File: src/rtl/xor_swap_engine_pkg.sv
// Shared types and constants for the XOR swap engine.
package xor_swap_engine_pkg;

  // Completed-swap counter width; the counter wraps naturally at 2**COUNT_W.
  localparam int COUNT_W = 8;

  // Swap sequencer states: IDLE accepts host writes or a swap request,
  // X2 and X3 are the second and third XOR steps of an in-flight swap.
  typedef enum logic [1:0] {
    ST_IDLE = 2'd0,
    ST_X2   = 2'd1,
    ST_X3   = 2'd2
  } swap_state_t;

endpackage

File: src/rtl/xor_swap_if.sv
// Host-side bus of the XOR swap engine: write port, swap handshake, status.
interface xor_swap_if
  import xor_swap_engine_pkg::*;
#(
  parameter int WIDTH = 5
);
  logic               wr_en;
  logic               wr_sel;
  logic [WIDTH-1:0]   wr_data;
  logic               swap_req;
  logic               swap_ack;
  logic               busy;
  logic               wr_err;
  logic [WIDTH-1:0]   a;
  logic [WIDTH-1:0]   b;
  logic [COUNT_W-1:0] swap_count;

  // Host side: drives writes and swap requests, observes the registers.
  modport master (
    output wr_en, wr_sel, wr_data, swap_req,
    input  swap_ack, busy, wr_err, a, b, swap_count
  );

  // Engine side.
  modport slave (
    input  wr_en, wr_sel, wr_data, swap_req,
    output swap_ack, busy, wr_err, a, b, swap_count
  );
endinterface

File: src/rtl/xor_swap_engine.sv
// Two host-writable registers that swap in place with three XOR steps
// (no temporary storage). Intermediate XOR values are visible on a/b;
// consumers qualify on swap_ack or !busy.
//
//   state   | meaning
//   --------+-----------------------------------------------------------
//   ST_IDLE | accept writes; swap_req without wr_en does a <= a^b
//   ST_X2   | b <= b^a; writes rejected with wr_err
//   ST_X3   | a <= a^b, ack and count; writes rejected with wr_err
module xor_swap_engine
  import xor_swap_engine_pkg::*;
#(
  parameter int WIDTH = 5,
  parameter int RST_A = 10,
  parameter int RST_B = 20
) (
  input  logic       clk,
  input  logic       rst,
  xor_swap_if.slave  bus
);

  logic [WIDTH-1:0]   reg_a;
  logic [WIDTH-1:0]   reg_b;
  logic [COUNT_W-1:0] count_q;
  logic               ack_q;
  logic               err_q;
  logic               busy_c;
  swap_state_t        state;
  swap_state_t        state_nxt;

  // Next-state: a write in IDLE takes priority, so a coincident request is dropped.
  always_comb begin
    state_nxt = state;
    case (state)
      ST_IDLE: if (bus.swap_req && !bus.wr_en) state_nxt = ST_X2;
      ST_X2:   state_nxt = ST_X3;
      ST_X3:   state_nxt = ST_IDLE;
      default: state_nxt = ST_IDLE;
    endcase
  end

  // Busy is decoded straight from the state register.
  always_comb begin
    busy_c = (state != ST_IDLE);
  end

  // State, data registers, counter and the one-cycle pulses share one register process.
  always_ff @(posedge clk or posedge rst) begin
    if (rst) begin
      state   <= ST_IDLE;
      reg_a   <= WIDTH'(RST_A);
      reg_b   <= WIDTH'(RST_B);
      count_q <= '0;
      ack_q   <= 1'b0;
      err_q   <= 1'b0;
    end else begin
      state <= state_nxt;
      ack_q <= 1'b0;
      err_q <= 1'b0;
      case (state)
        ST_IDLE: begin
          if (bus.wr_en) begin
            if (bus.wr_sel) reg_b <= bus.wr_data;
            else            reg_a <= bus.wr_data;
          end else if (bus.swap_req) begin
            reg_a <= reg_a ^ reg_b;
          end
        end
        ST_X2: begin
          reg_b <= reg_b ^ reg_a;
          if (bus.wr_en) err_q <= 1'b1;
        end
        ST_X3: begin
          reg_a   <= reg_a ^ reg_b;
          ack_q   <= 1'b1;
          count_q <= count_q + 1'b1;
          if (bus.wr_en) err_q <= 1'b1;
        end
        default: ;
      endcase
    end
  end

  assign bus.a          = reg_a;
  assign bus.b          = reg_b;
  assign bus.swap_count = count_q;
  assign bus.swap_ack   = ack_q;
  assign bus.wr_err     = err_q;
  assign bus.busy       = busy_c;

endmodule

File: src/flat_wrapper.sv
// flat-port wrapper written by rule: the top's interface ports become plain ports
module xor_swap_engine_flat import xor_swap_engine_pkg::*;
#(
  parameter int WIDTH = 5,
  parameter int RST_A = 10,
  parameter int RST_B = 20
)
  (clk, rst, bus_wr_en, bus_wr_sel, bus_wr_data, bus_swap_req, bus_swap_ack, bus_busy, bus_wr_err, bus_a, bus_b, bus_swap_count);
  xor_swap_if #(.WIDTH(WIDTH)) bus_i ();
  input  logic clk;
  input  logic rst;
  input wire logic [$bits(bus_i.wr_en)-1:0] bus_wr_en;
  input wire logic [$bits(bus_i.wr_sel)-1:0] bus_wr_sel;
  input wire logic [$bits(bus_i.wr_data)-1:0] bus_wr_data;
  input wire logic [$bits(bus_i.swap_req)-1:0] bus_swap_req;
  output wire logic [$bits(bus_i.swap_ack)-1:0] bus_swap_ack;
  output wire logic [$bits(bus_i.busy)-1:0] bus_busy;
  output wire logic [$bits(bus_i.wr_err)-1:0] bus_wr_err;
  output wire logic [$bits(bus_i.a)-1:0] bus_a;
  output wire logic [$bits(bus_i.b)-1:0] bus_b;
  output wire logic [$bits(bus_i.swap_count)-1:0] bus_swap_count;
  assign bus_i.wr_en = bus_wr_en;
  assign bus_i.wr_sel = bus_wr_sel;
  assign bus_i.wr_data = bus_wr_data;
  assign bus_i.swap_req = bus_swap_req;
  assign bus_swap_ack = bus_i.swap_ack;
  assign bus_busy = bus_i.busy;
  assign bus_wr_err = bus_i.wr_err;
  assign bus_a = bus_i.a;
  assign bus_b = bus_i.b;
  assign bus_swap_count = bus_i.swap_count;
  xor_swap_engine #(.WIDTH(WIDTH), .RST_A(RST_A), .RST_B(RST_B)) u_core (.clk(clk), .rst(rst), .bus(bus_i));
endmodule
File: config.mk
export PLATFORM = sky130hd
export DESIGN_NAME = xor_swap_engine_flat
export DESIGN_NICKNAME = d
export VERILOG_FILES = /design/src/rtl/xor_swap_engine_pkg.sv /design/src/rtl/xor_swap_if.sv /design/src/rtl/xor_swap_engine.sv /design/src/flat_wrapper.sv
export SDC_FILE = /design/constraint.sdc
export NUM_CORES = 1
export LEC_CHECK = 0
export ABC_AREA = 1
export BUFFER_PORTS_ARGS = -buffer_cell sky130_fd_sc_hd__buf_2
export CORE_AREA = 3 3 52 58
export CTS_CLUSTER_DIAMETER = 30
export CTS_CLUSTER_SIZE = 30
export DETAILED_ROUTE_END_ITERATION = 6
export DIE_AREA = 0 0 55 61
export PLACE_DENSITY = 0.75
export SLEW_MARGIN = 15
export SYNTH_ARGS = -nofsm -noshare
export SYNTH_HDL_FRONTEND = slang
export SYNTH_SLANG_ARGS = --single-unit
File: constraint.sdc
create_clock -name clk -period 1.9 [get_ports clk]
set_clock_uncertainty 0.1 [all_clocks]
set_input_delay 0.095 -clock clk [delete_from_list [all_inputs] [get_ports clk]]
set_output_delay 0.095 -clock clk [all_outputs]
set_load 0.005 [all_outputs]
### Word level (Yosys, flattened, before mapping)

Index checks and enable logic that the tools add are counted.

| word-level totals | value |
|---|---|
| input bits | 10 |
| output and inout bits | 21 |
| flip-flop bits (word level) | 22 |

| operators by class | value |
|---|---|
| eq/ne operators | 7 |
| bitwise logic cells | 1 |
| add/sub/neg operators | 1 |
| reduce and logical (&&, ||, !) cells | 9 |
| muxes and demuxes | 12 |

Operators by type and width:

| kind | number |
|---|---|
| $mux 5 | 5 |
| $pmux 5 s2 | 2 |
| $add 8x1->8 const B | 1 |
| $ne 3x3->1 const B | 2 |
| $reduce_and 3->1 | 2 |
| $reduce_bool 2->1 | 3 |
| $xor 5x5->5 | 1 |
| $ne 2x2->1 const B | 2 |
| $pmux 2 s2 | 1 |
| $mux 1 | 3 |
| $eq 2x1->1 const B | 1 |
| $eq 2x2->1 const B | 1 |
| $logic_not 2->1 | 1 |
| $mux 2 | 1 |
| $ne 2x1->1 const B | 1 |
| $reduce_or 2->1 | 1 |
| $logic_and 1x1->1 | 1 |
| $logic_not 1->1 | 1 |

### Logic depth before layout (Yosys ltp)

Gate-level depths: netlist of the first run.

| logic depth | value |
|---|---|
| depth after elaboration | 4 |
| mapped depth | 10 |

### Worst setup path before layout of the first run

No wires, ideal clock.

| timing path | value |
|---|---|
| path kind | reg-to-reg |
| start point | reg u_core.state[0] |
| end point | reg u_core.count_q[7], in the netlist u_core.bus.swap_count[7] |
| arrival time | 1.218 ns |
| path slack | 0.459 ns |
| setup time | 0.123 ns |
| cell stages (with the launch flop) | 9 |
| path through | dfrtp_1 > inv_1 > ha_1 > buf_4 > nand2_1 > nor2_2 > nand2_1 > o21ai_0 > nand2_1 |

| on the way | value |
|---|---|
| longest elaborated chain between the ends | 1 |

RTL lines:

| item | RTL line | text |
|---|---|---|
| start: declaration | xor_swap_engine.sv:28 | `swap_state_t state;` |
| start signal: assignment | xor_swap_engine.sv:57 | `state <= state_nxt;` |
| $eq 2x2->1 | xor_swap_engine.sv:60 | `case (state)` |
| end signal: assignment | xor_swap_engine.sv:76 | `count_q <= count_q + 1'b1;` |
| end: declaration | xor_swap_engine.sv:24 | `logic [COUNT_W-1:0] count_q;` |

Every way passes these cells.
A chain may end at the register's enable or synchronous reset.

### Worst setup path in the final report of the first run

| timing path | value |
|---|---|
| start point | reg u_core.state[0] |
| end point | reg u_core.reg_a[4], in the netlist u_core.bus.a[4] |

| on the way | value |
|---|---|
| longest elaborated chain between the ends | 3 |
| elaborated cells on any way between the ends | 7 |
| classes of those cells | eq/ne: 3; mux: 1; reduce/logical: 3 |

RTL lines:

| item | RTL line | text |
|---|---|---|
| $logic_not 2->1 or $eq 2x2->1 (tied branches) | xor_swap_engine.sv:60 |  |
| $ne 3x3->1 (no source line) or $reduce_bool 2->1 (tied branches) | - |  |
| $reduce_and 3->1 (no source line) | - |  |
| end signal: assignment | xor_swap_engine.sv:64 | `else reg_a <= bus.wr_data;` |
| end signal: assignment | xor_swap_engine.sv:66 | `reg_a <= reg_a ^ reg_b;` |
| end signal: assignment | xor_swap_engine.sv:74 | `reg_a <= reg_a ^ reg_b;` |
| end: declaration | xor_swap_engine.sv:22 | `logic [WIDTH-1:0] reg_a;` |

Parallel ways exist; a longest one is shown, timed or not.

==> flow_results.xml, run 1 <==
<?xml version="1.0" encoding="UTF-8"?>
<metrics>
  <group name="floorplanning">
    <metric name="area_inside_the_core_boundary" unit="um^2">2520</metric>
    <metric name="die-height" unit="um">61</metric>
    <metric name="design.die.area" unit="um^2">3360</metric>
    <metric name="floorplan.rows" unit="">19</metric>
    <metric name="die_w" unit="um">55</metric>
    <metric name="start_util" unit="%">50.5</metric>
    <metric name="design.portCount" unit="">31</metric>
  </group>
  <group name="synth">
    <metric name="synth_fp_nets" unit="">195</metric>
    <metric name="largest_family_of_logic_cells_by_synthesized_area" unit="">simple AND/OR/NAND/NOR gates</metric>
    <metric name="synth_fa_ha_area_share" unit="%">5.90</metric>
    <metric name="synth-seq-area-share" unit="%">43.7</metric>
    <metric name="synth_simple_gate_area_share" unit="%">33.9</metric>
    <metric name="yosys.area_share.xor_xnor" unit="%">2.06</metric>
    <metric name="post_synth_mux_area_share" unit="%">0</metric>
    <metric name="synthesized_area_per_cell" unit="um^2">7.11</metric>
    <metric name="syn-instance-count" unit="">179</metric>
    <metric name="synth_cell_type_count" unit="">18</metric>
    <metric name="synth_compound_gate_area_share" unit="%">3.83</metric>
    <metric name="netlist_area" unit="um^2">1270</metric>
    <metric name="synth-seq-cells" unit="">22</metric>
    <metric name="synth-warning-count" unit="">0</metric>
  </group>
  <group name="pwr">
    <metric name="combinationalPowerShare" unit="%">52.4</metric>
    <metric name="fraction_of_power_consumed_by_the_clock_network" unit="%">10.9</metric>
    <metric name="worst_ir_drop_vdd" unit="mV">0.924</metric>
    <metric name="sequentialPowerShare" unit="%">36.7</metric>
    <metric name="power.share.switching" unit="%">44.9</metric>
    <metric name="power.static_leakage" unit="nW">0.953</metric>
    <metric name="power-per-cell-area" unit="nW/um^2">1520</metric>
    <metric name="total_switching_power" unit="mW">1.06</metric>
    <metric name="power_report.internal_total" unit="mW">1.31</metric>
  </group>
  <group name="critical_path">
    <metric name="crit_type" unit="">reg -&gt; reg</metric>
    <metric name="start_kind" unit="">flop</metric>
    <metric name="setup.worst_path.end_class" unit="">flop</metric>
    <metric name="path_buf_inv" unit="">2</metric>
    <metric name="arrival" unit="ns">1.76</metric>
    <metric name="worstPathRequired" unit="ns">2.01</metric>
    <metric name="reg2reg_slack" unit="ns">0.25</metric>
    <metric name="worst_path_max_delay_cell" unit="">dfrtp_1</metric>
    <metric name="worst_path_dominant_cell_family" unit="">simple AND/OR/NAND/NOR gates</metric>
    <metric name="critPathMaxStageDelay" unit="ns">0.42</metric>
    <metric name="crit_fanout" unit="">9</metric>
    <metric name="crit_chain" unit="">inv_1 &gt; ha_1 &gt; inv_1 &gt; nand2_1 &gt; nand3_2 &gt; nand2_1 &gt; o21ai_1</metric>
  </group>
  <group name="sta">
    <metric name="finalSetupViolCount" unit="">0</metric>
    <metric name="totalNegativeSetupSlack" unit="ns">0</metric>
    <metric name="slew_viol_final" unit="">0</metric>
    <metric name="fmax" unit="MHz">605</metric>
    <metric name="slew-limit-headroom" unit="%">73.9</metric>
    <metric name="period_needed" unit="ns">1.65</metric>
    <metric name="fin_worst_hold_slack" unit="ns">-0.000785</metric>
    <metric name="hold_violations" unit="">1</metric>
    <metric name="timing_worst_slew_pin_value" unit="ns">0.387</metric>
    <metric name="finalCritPeriodShare" unit="%">87.0</metric>
    <metric name="rsz_0062_raised_after_global_routing" unit="">false</metric>
  </group>
  <group name="routing">
    <metric name="drt-wirelength-per-cell" unit="um">11.0</metric>
    <metric name="via_per_instance_ratio" unit="">4.66</metric>
    <metric name="drc" unit="">0</metric>
    <metric name="violation_count_after_the_first_detailed_routing_iteration" unit="">30</metric>
    <metric name="route.vias.total" unit="">1169</metric>
    <metric name="route.final.wire_length" unit="mm">2.77</metric>
    <metric name="detailedRoute.firstPassIterationCount" unit="">4</metric>
    <metric name="drt.antenna.violating_nets" unit="">0</metric>
  </group>
  <group name="layout">
    <metric name="syn_to_final_growth" unit="%">23.0</metric>
    <metric name="antenna_cells_inserted" unit="">0</metric>
    <metric name="final_layout_fill_cell_count" unit="">235</metric>
    <metric name="most-common-layout-cells" unit="">nand2_1, inv_1, buf_2</metric>
    <metric name="finish.net_count" unit="">237</metric>
    <metric name="register_area" unit="um^2">556</metric>
    <metric name="drive_above_1_share" unit="%">21.8</metric>
    <metric name="area_of_the_multi_input_gates" unit="um^2">582</metric>
    <metric name="most_frequent_standard_cell_in_the_layout_excluding_fill_and_tap_cells" unit="">nand2_1</metric>
    <metric name="stdcell_count" unit="">251</metric>
    <metric name="final_util" unit="%">62.1</metric>
  </group>
  <group name="grt">
    <metric name="grt_start_max_net_pins" unit="">23</metric>
    <metric name="grt_first_pass_wirelength" unit="mm">4.66</metric>
    <metric name="antenna_found_initial" unit="">0</metric>
    <metric name="groute.usage.overall" unit="%">19.2</metric>
    <metric name="grt_overflow" unit="">0</metric>
    <metric name="grt_pass1_vias" unit="">1161</metric>
  </group>
  <group name="clock_network">
    <metric name="htreeDepth" unit="">1</metric>
    <metric name="cts_root_buf" unit="">clkbuf_4</metric>
    <metric name="clock_insertion_delay_worst_skew" unit="ns">0.31</metric>
    <metric name="tritoncts_clock_tree" unit="">yes</metric>
    <metric name="cts.reportedPaths.clkPinSlew" unit="ns">0.12</metric>
    <metric name="cts_buffers" unit="">3</metric>
    <metric name="cts_buffer_depth" unit="">2</metric>
    <metric name="clkSinkCount" unit="">22</metric>
    <metric name="cts_setup_buffers" unit="">0</metric>
  </group>
  <group name="worst_hold_path">
    <metric name="worst_min_delay_path_class" unit="">in -&gt; reg</metric>
  </group>
  <group name="outcome">
    <metric name="status" unit="">finished, violations left</metric>
    <metric name="failed_checks" unit="">hold timing</metric>
  </group>
  <group name="placement">
    <metric name="numPlacedInstances" unit="">241</metric>
    <metric name="place.port_buffers" unit="">30</metric>
    <metric name="hpwl" unit="mm">2.12</metric>
    <metric name="finalWeightedCongestion" unit="">0.779</metric>
  </group>
  <group name="job">
    <metric name="maxcap_viol_count" unit="">0</metric>
  </group>
</metrics>
[cell type report]
class | instances | area share (%)
multi-input cells | 122 | 37.2
well taps | 31 | 2.48
repair buffers | 38 | 14.4
clock buffers | 4 | 2.32
flip-flops and latches | 22 | 35.5
inverters | 34 | 8.15
[kinds of logic after synthesis]
family | count (synthesis)
AO/OA/AOI/OAI | 9
XOR/XNOR | 3
adder cells (fa/ha/maj) | 6
buffers and inverters | 35
flip-flops | 22
AND/OR/NAND/NOR | 104
[metrics by stage]
| step | instance area (um^2) | setup slack, ns | power, mW |
|---|---|---|---|
| after floorplan | 1270 | 0.459 | 1.69 |
| after global placement | 1470 | 0.313 | 2.04 |
| after detailed placement | 1470 | 0.252 | 2.11 |
| after CTS | 1570 | 0.246 | 2.39 |
| after global routing | 1570 | 0.0744 | 2.64 |
| final | 1570 | 0.248 | 2.37 |
[synthesized netlist by cell type]
| cell type | number | share of area, % |
|---|---|---|
| nand2_1 | 81 | 24 |
| inv_1 | 32 | 9.4 |
| dfrtp_1 | 18 | 35 |
| nand3_1 | 12 | 4.7 |
| ha_1 | 6 | 5.9 |
| nor2_1 | 6 | 1.8 |
| o21ai_0 | 5 | 2.0 |
| dfstp_2 | 4 | 8.3 |
| o21ai_1 | 3 | 1.2 |
| inv_2 | 2 | 0.59 |
| nor2_2 | 2 | 0.98 |
| xor2_1 | 2 | 1.4 |
| buf_4 | 1 | 0.59 |
| nand2_2 | 1 | 0.49 |
| nand3_2 | 1 | 0.79 |
| nor3_4 | 1 | 1.3 |
| o21ai_2 | 1 | 0.69 |
| xnor2_1 | 1 | 0.69 |
[power by group through the flow]
stage / registers, mW / clock network (mW) / logic [mW]
2_1_floorplan: 0.877 / 0 / 0.816
3_3_place_gp: 0.866 / 0 / 1.17
3_5_place_dp: 0.883 / 0 / 1.23
4_1_cts: 0.872 / 0.268 / 1.25
5_1_grt: 0.903 / 0.288 / 1.45
6_report: 0.871 / 0.259 / 1.24
[routing by layer]
metal / GRT usage (%) / routed length (um) / part of all wire (%)
met2: 35.1 / 1440 / 52
met1: 21.1 / 1120 / 40
met5: 0 / 0 / 0
met3: 3.44 / 163 / 5.9
met4: 8.33 / 43 / 1.6
[repair_timing]
| item | 4_1_cts | 5_1_grt |
|---|---|---|
| hold buffers | 6 | 0 |
| resized for setup | 0 | 0 |
| hold endpoints to repair | 29 | 0 |
[path summary, 6_finish.rpt]
kind,end,start,cells after the start
setup / recovery,u_core.bus.a[4],u_core.state[0],7
min in group asynchronous,u_core.bus.swap_count[4],rst,4
hold / removal,u_core.bus.a[2],bus_wr_data[2],5
setup reg to reg,u_core.bus.a[4],u_core.state[0],7
max in group asynchronous,u_core.bus.a[1],rst,4
hold reg to reg,u_core.bus.a[1],u_core.bus.a[1],2
[state kept, by name, summed over array words and instances (netlist names)]
signal / cells
u_core.bus.swap_count: 8
u_core.bus.swap_ack: 1
u_core.bus.wr_err: 1
u_core.bus.b: 5
u_core.state: 2
u_core.bus.a: 5
[tightest hold or removal path: stages]
cell and delay (ns):
buf_2 0.09, nand2_1 0.05, nand2_1 0.06, nand2_1 0.05, nand2_1 0.05
No activity file was read; power rests on OpenSTA's default activity.
==> inputs of run 2 (changes only) <==
CORE_AREA = 3 3 42 72   (was 3 3 52 58)
DIE_AREA = 0 0 45 75   (was 0 0 55 61)
==> run 2 against run 1 <==
The run now ends clean. Total power is 2.9% higher. Critical path depth is the same. Setup slack got worse by 0.00055 ns. Register-to-register slack about the same. Die area is 0.60% higher. First-iteration DRC count increased by 50%.
==> flow_results.xml, run 2 (synthesis gave the netlist of run 1 again) <==
<?xml version="1.0" encoding="UTF-8"?>
<metrics>
  <group name="layout">
    <metric name="antenna_cells_inserted" unit="">0</metric>
    <metric name="finish.net_count" unit="">233</metric>
    <metric name="most-common-layout-cells" unit="">nand2_1, inv_1, buf_2</metric>
    <metric name="syn_to_final_growth" unit="%">20.8</metric>
    <metric name="largest_register_ffs" unit="">8</metric>
    <metric name="post-route-cell-area" unit="um^2">1540</metric>
    <metric name="final_layout_fill_cell_count" unit="">236</metric>
    <metric name="drive_above_1_share" unit="%">22.2</metric>
    <metric name="most_frequent_standard_cell_in_the_layout_excluding_fill_and_tap_cells" unit="">nand2_1</metric>
    <metric name="final_util" unit="%">61.0</metric>
  </group>
  <group name="grt">
    <metric name="grt_pass1_vias" unit="">1162</metric>
    <metric name="grt_first_pass_wirelength" unit="mm">4.73</metric>
    <metric name="grt_start_max_net_pins" unit="">23</metric>
    <metric name="groute.usage.overall" unit="%">18.7</metric>
    <metric name="grt_overflow" unit="">0</metric>
    <metric name="antenna_found_initial" unit="">0</metric>
  </group>
  <group name="routing">
    <metric name="drc" unit="">0</metric>
    <metric name="detailedRoute.firstPassIterationCount" unit="">4</metric>
    <metric name="via_per_instance_ratio" unit="">4.91</metric>
    <metric name="route.final.wire_length" unit="mm">2.79</metric>
    <metric name="drt.antenna.violating_nets" unit="">0</metric>
    <metric name="violation_count_after_the_first_detailed_routing_iteration" unit="">45</metric>
    <metric name="drt-wirelength-per-cell" unit="um">11.5</metric>
    <metric name="route.vias.total" unit="">1189</metric>
  </group>
  <group name="critical_path">
    <metric name="worstPathRequired" unit="ns">1.95</metric>
    <metric name="arrival" unit="ns">1.70</metric>
    <metric name="worst_path_max_delay_cell" unit="">dfrtp_1</metric>
    <metric name="setup.worst_path.end_class" unit="">flop</metric>
    <metric name="crit_fanout" unit="">8</metric>
    <metric name="critPathMaxStageDelay" unit="ns">0.40</metric>
    <metric name="crit_chain" unit="">inv_1 &gt; ha_1 &gt; nand2_1 &gt; nor2_2 &gt; nand2_1 &gt; o21ai_0 &gt; nand2_1</metric>
    <metric name="path_common_cell" unit="">nand2_1</metric>
    <metric name="crit_type" unit="">reg -&gt; reg</metric>
    <metric name="start_kind" unit="">flop</metric>
  </group>
  <group name="sta">
    <metric name="rsz_0062_raised_after_global_routing" unit="">false</metric>
    <metric name="totalNegativeSetupSlack" unit="ns">0</metric>
    <metric name="period_needed" unit="ns">1.65</metric>
    <metric name="slew_viol_final" unit="">0</metric>
    <metric name="finalSetupViolCount" unit="">0</metric>
    <metric name="layout_setup_ws" unit="ns">0.247</metric>
    <metric name="timing_worst_slew_pin_value" unit="ns">0.401</metric>
    <metric name="fmax" unit="MHz">605</metric>
    <metric name="hold_violations" unit="">0</metric>
    <metric name="finalCritPeriodShare" unit="%">87.0</metric>
    <metric name="slew-limit-headroom" unit="%">73.0</metric>
  </group>
  <group name="clock_network">
    <metric name="cts_root_buf" unit="">clkbuf_8</metric>
    <metric name="clock_insertion_delay_worst_skew" unit="ns">0.26</metric>
    <metric name="cts_setup_buffers" unit="">0</metric>
    <metric name="cts_buffers" unit="">3</metric>
    <metric name="cts_buffer_depth" unit="">2</metric>
    <metric name="tritoncts_clock_tree" unit="">yes</metric>
    <metric name="cts.reportedPaths.clkPinSlew" unit="ns">0.08</metric>
    <metric name="clkSinkCount" unit="">22</metric>
    <metric name="htreeDepth" unit="">1</metric>
  </group>
  <group name="floorplanning">
    <metric name="start_util" unit="%">50.4</metric>
    <metric name="die-height" unit="um">75</metric>
    <metric name="floorplan.rows" unit="">24</metric>
    <metric name="area_inside_the_core_boundary" unit="um^2">2520</metric>
    <metric name="design.die.area" unit="um^2">3380</metric>
    <metric name="design.portCount" unit="">31</metric>
    <metric name="die_w" unit="um">45</metric>
  </group>
  <group name="worst_hold_path">
    <metric name="worst_min_delay_path_class" unit="">in -&gt; reg</metric>
  </group>
  <group name="placement">
    <metric name="place.port_buffers" unit="">30</metric>
    <metric name="detailed_place.area" unit="um^2">1460</metric>
    <metric name="pre_cts_slack" unit="ns">0.269</metric>
    <metric name="finalWeightedCongestion" unit="">0.860</metric>
    <metric name="hpwl" unit="mm">2.12</metric>
  </group>
  <group name="job">
    <metric name="maxcap_viol_count" unit="">0</metric>
  </group>
  <group name="pwr">
    <metric name="worst_ir_drop_vdd" unit="mV">0.841</metric>
    <metric name="power.static_leakage" unit="nW">0.944</metric>
    <metric name="power-per-cell-area" unit="nW/um^2">1590</metric>
  </group>
  <group name="outcome">
    <metric name="status" unit="">complete, no violations</metric>
  </group>
</metrics>
==> run 2: cell count changes in the layout (fill, tap and decap cells not counted), sizes merged <==
cell         previous run  this run
dlygate4sd3             6         2
==> run 2: final timing paths <==
check                           startpoint                        to  slack (ns)  cells after the start
min in group asynchronous              rst  u_core.bus.swap_count[0]        0.30                      4
setup / recovery           u_core.state[0]  u_core.bus.swap_count[7]        0.25                      7
max in group asynchronous              rst           u_core.bus.b[4]        1.12                      4
hold reg to reg            u_core.bus.b[4]           u_core.bus.b[4]        0.39                      2
setup reg to reg           u_core.state[0]  u_core.bus.swap_count[7]        0.25                      7
hold / removal              bus_wr_data[3]           u_core.bus.a[3]        0.03                      5
==> run 2: power breakdown <==
group / leakage (nW) / internal, mW / switching (mW)
sequential: 0.272 / 0.701 / 0.176
combinational: 0.643 / 0.485 / 0.747
clock: 0.0288 / 0.185 / 0.150
total: 0.944 / 1.37 / 1.07
==> run 2: worst max-delay path: cells and delay by family (launching register included) <==
family	cells	cell delay [ns]
AOI/OAI and AO/OA	1	0.16
adders and majority gates	1	0.32
buffers and inverters	1	0.13
DFF	1	0.40
and+or+nand+nor	4	0.43
==> run 2: through the flow <==
step                      std cells  hold WS [ns]  total power, mW
after global placement          236        0.0387             2.03
final                           242        0.0309             2.44
after CTS                       242        0.0327             2.46
after detailed placement        236        0.0473             2.11
after global routing            242        0.0521             2.68
after floorplan                 179       -0.0187             1.69
==> run 2: layout make-up <==
| cell class | instances | area [um^2] | area share (%) |
|---|---|---|---|
| Inverter | 34 | 128 | 8.30 |
| Tap cell | 26 | 32.5 | 2.12 |
| Sequential cell | 22 | 556 | 36.1 |
| Timing Repair Buffer | 34 | 185 | 12.0 |
| Multi-Input combinational cell | 122 | 582 | 37.8 |
| Clock buffer | 4 | 55.1 | 3.58 |
==> run 2: timing repair <==
action / in CTS / in global routing
gates resized for setup: 0 / 0
hold buffers: 2 / 0
endpoints found under the hold margin: 19 / 0
==> run 2: layer usage <==
metal  global-route usage [%]  up-vias  share of wire (%)
met5                        0        -                  0
met4                     8.14        0                2.1
met3                     2.15        7                4.0
met2                     35.6       34                 55
met1                     19.5      541                 39
li1                         -      607                  -
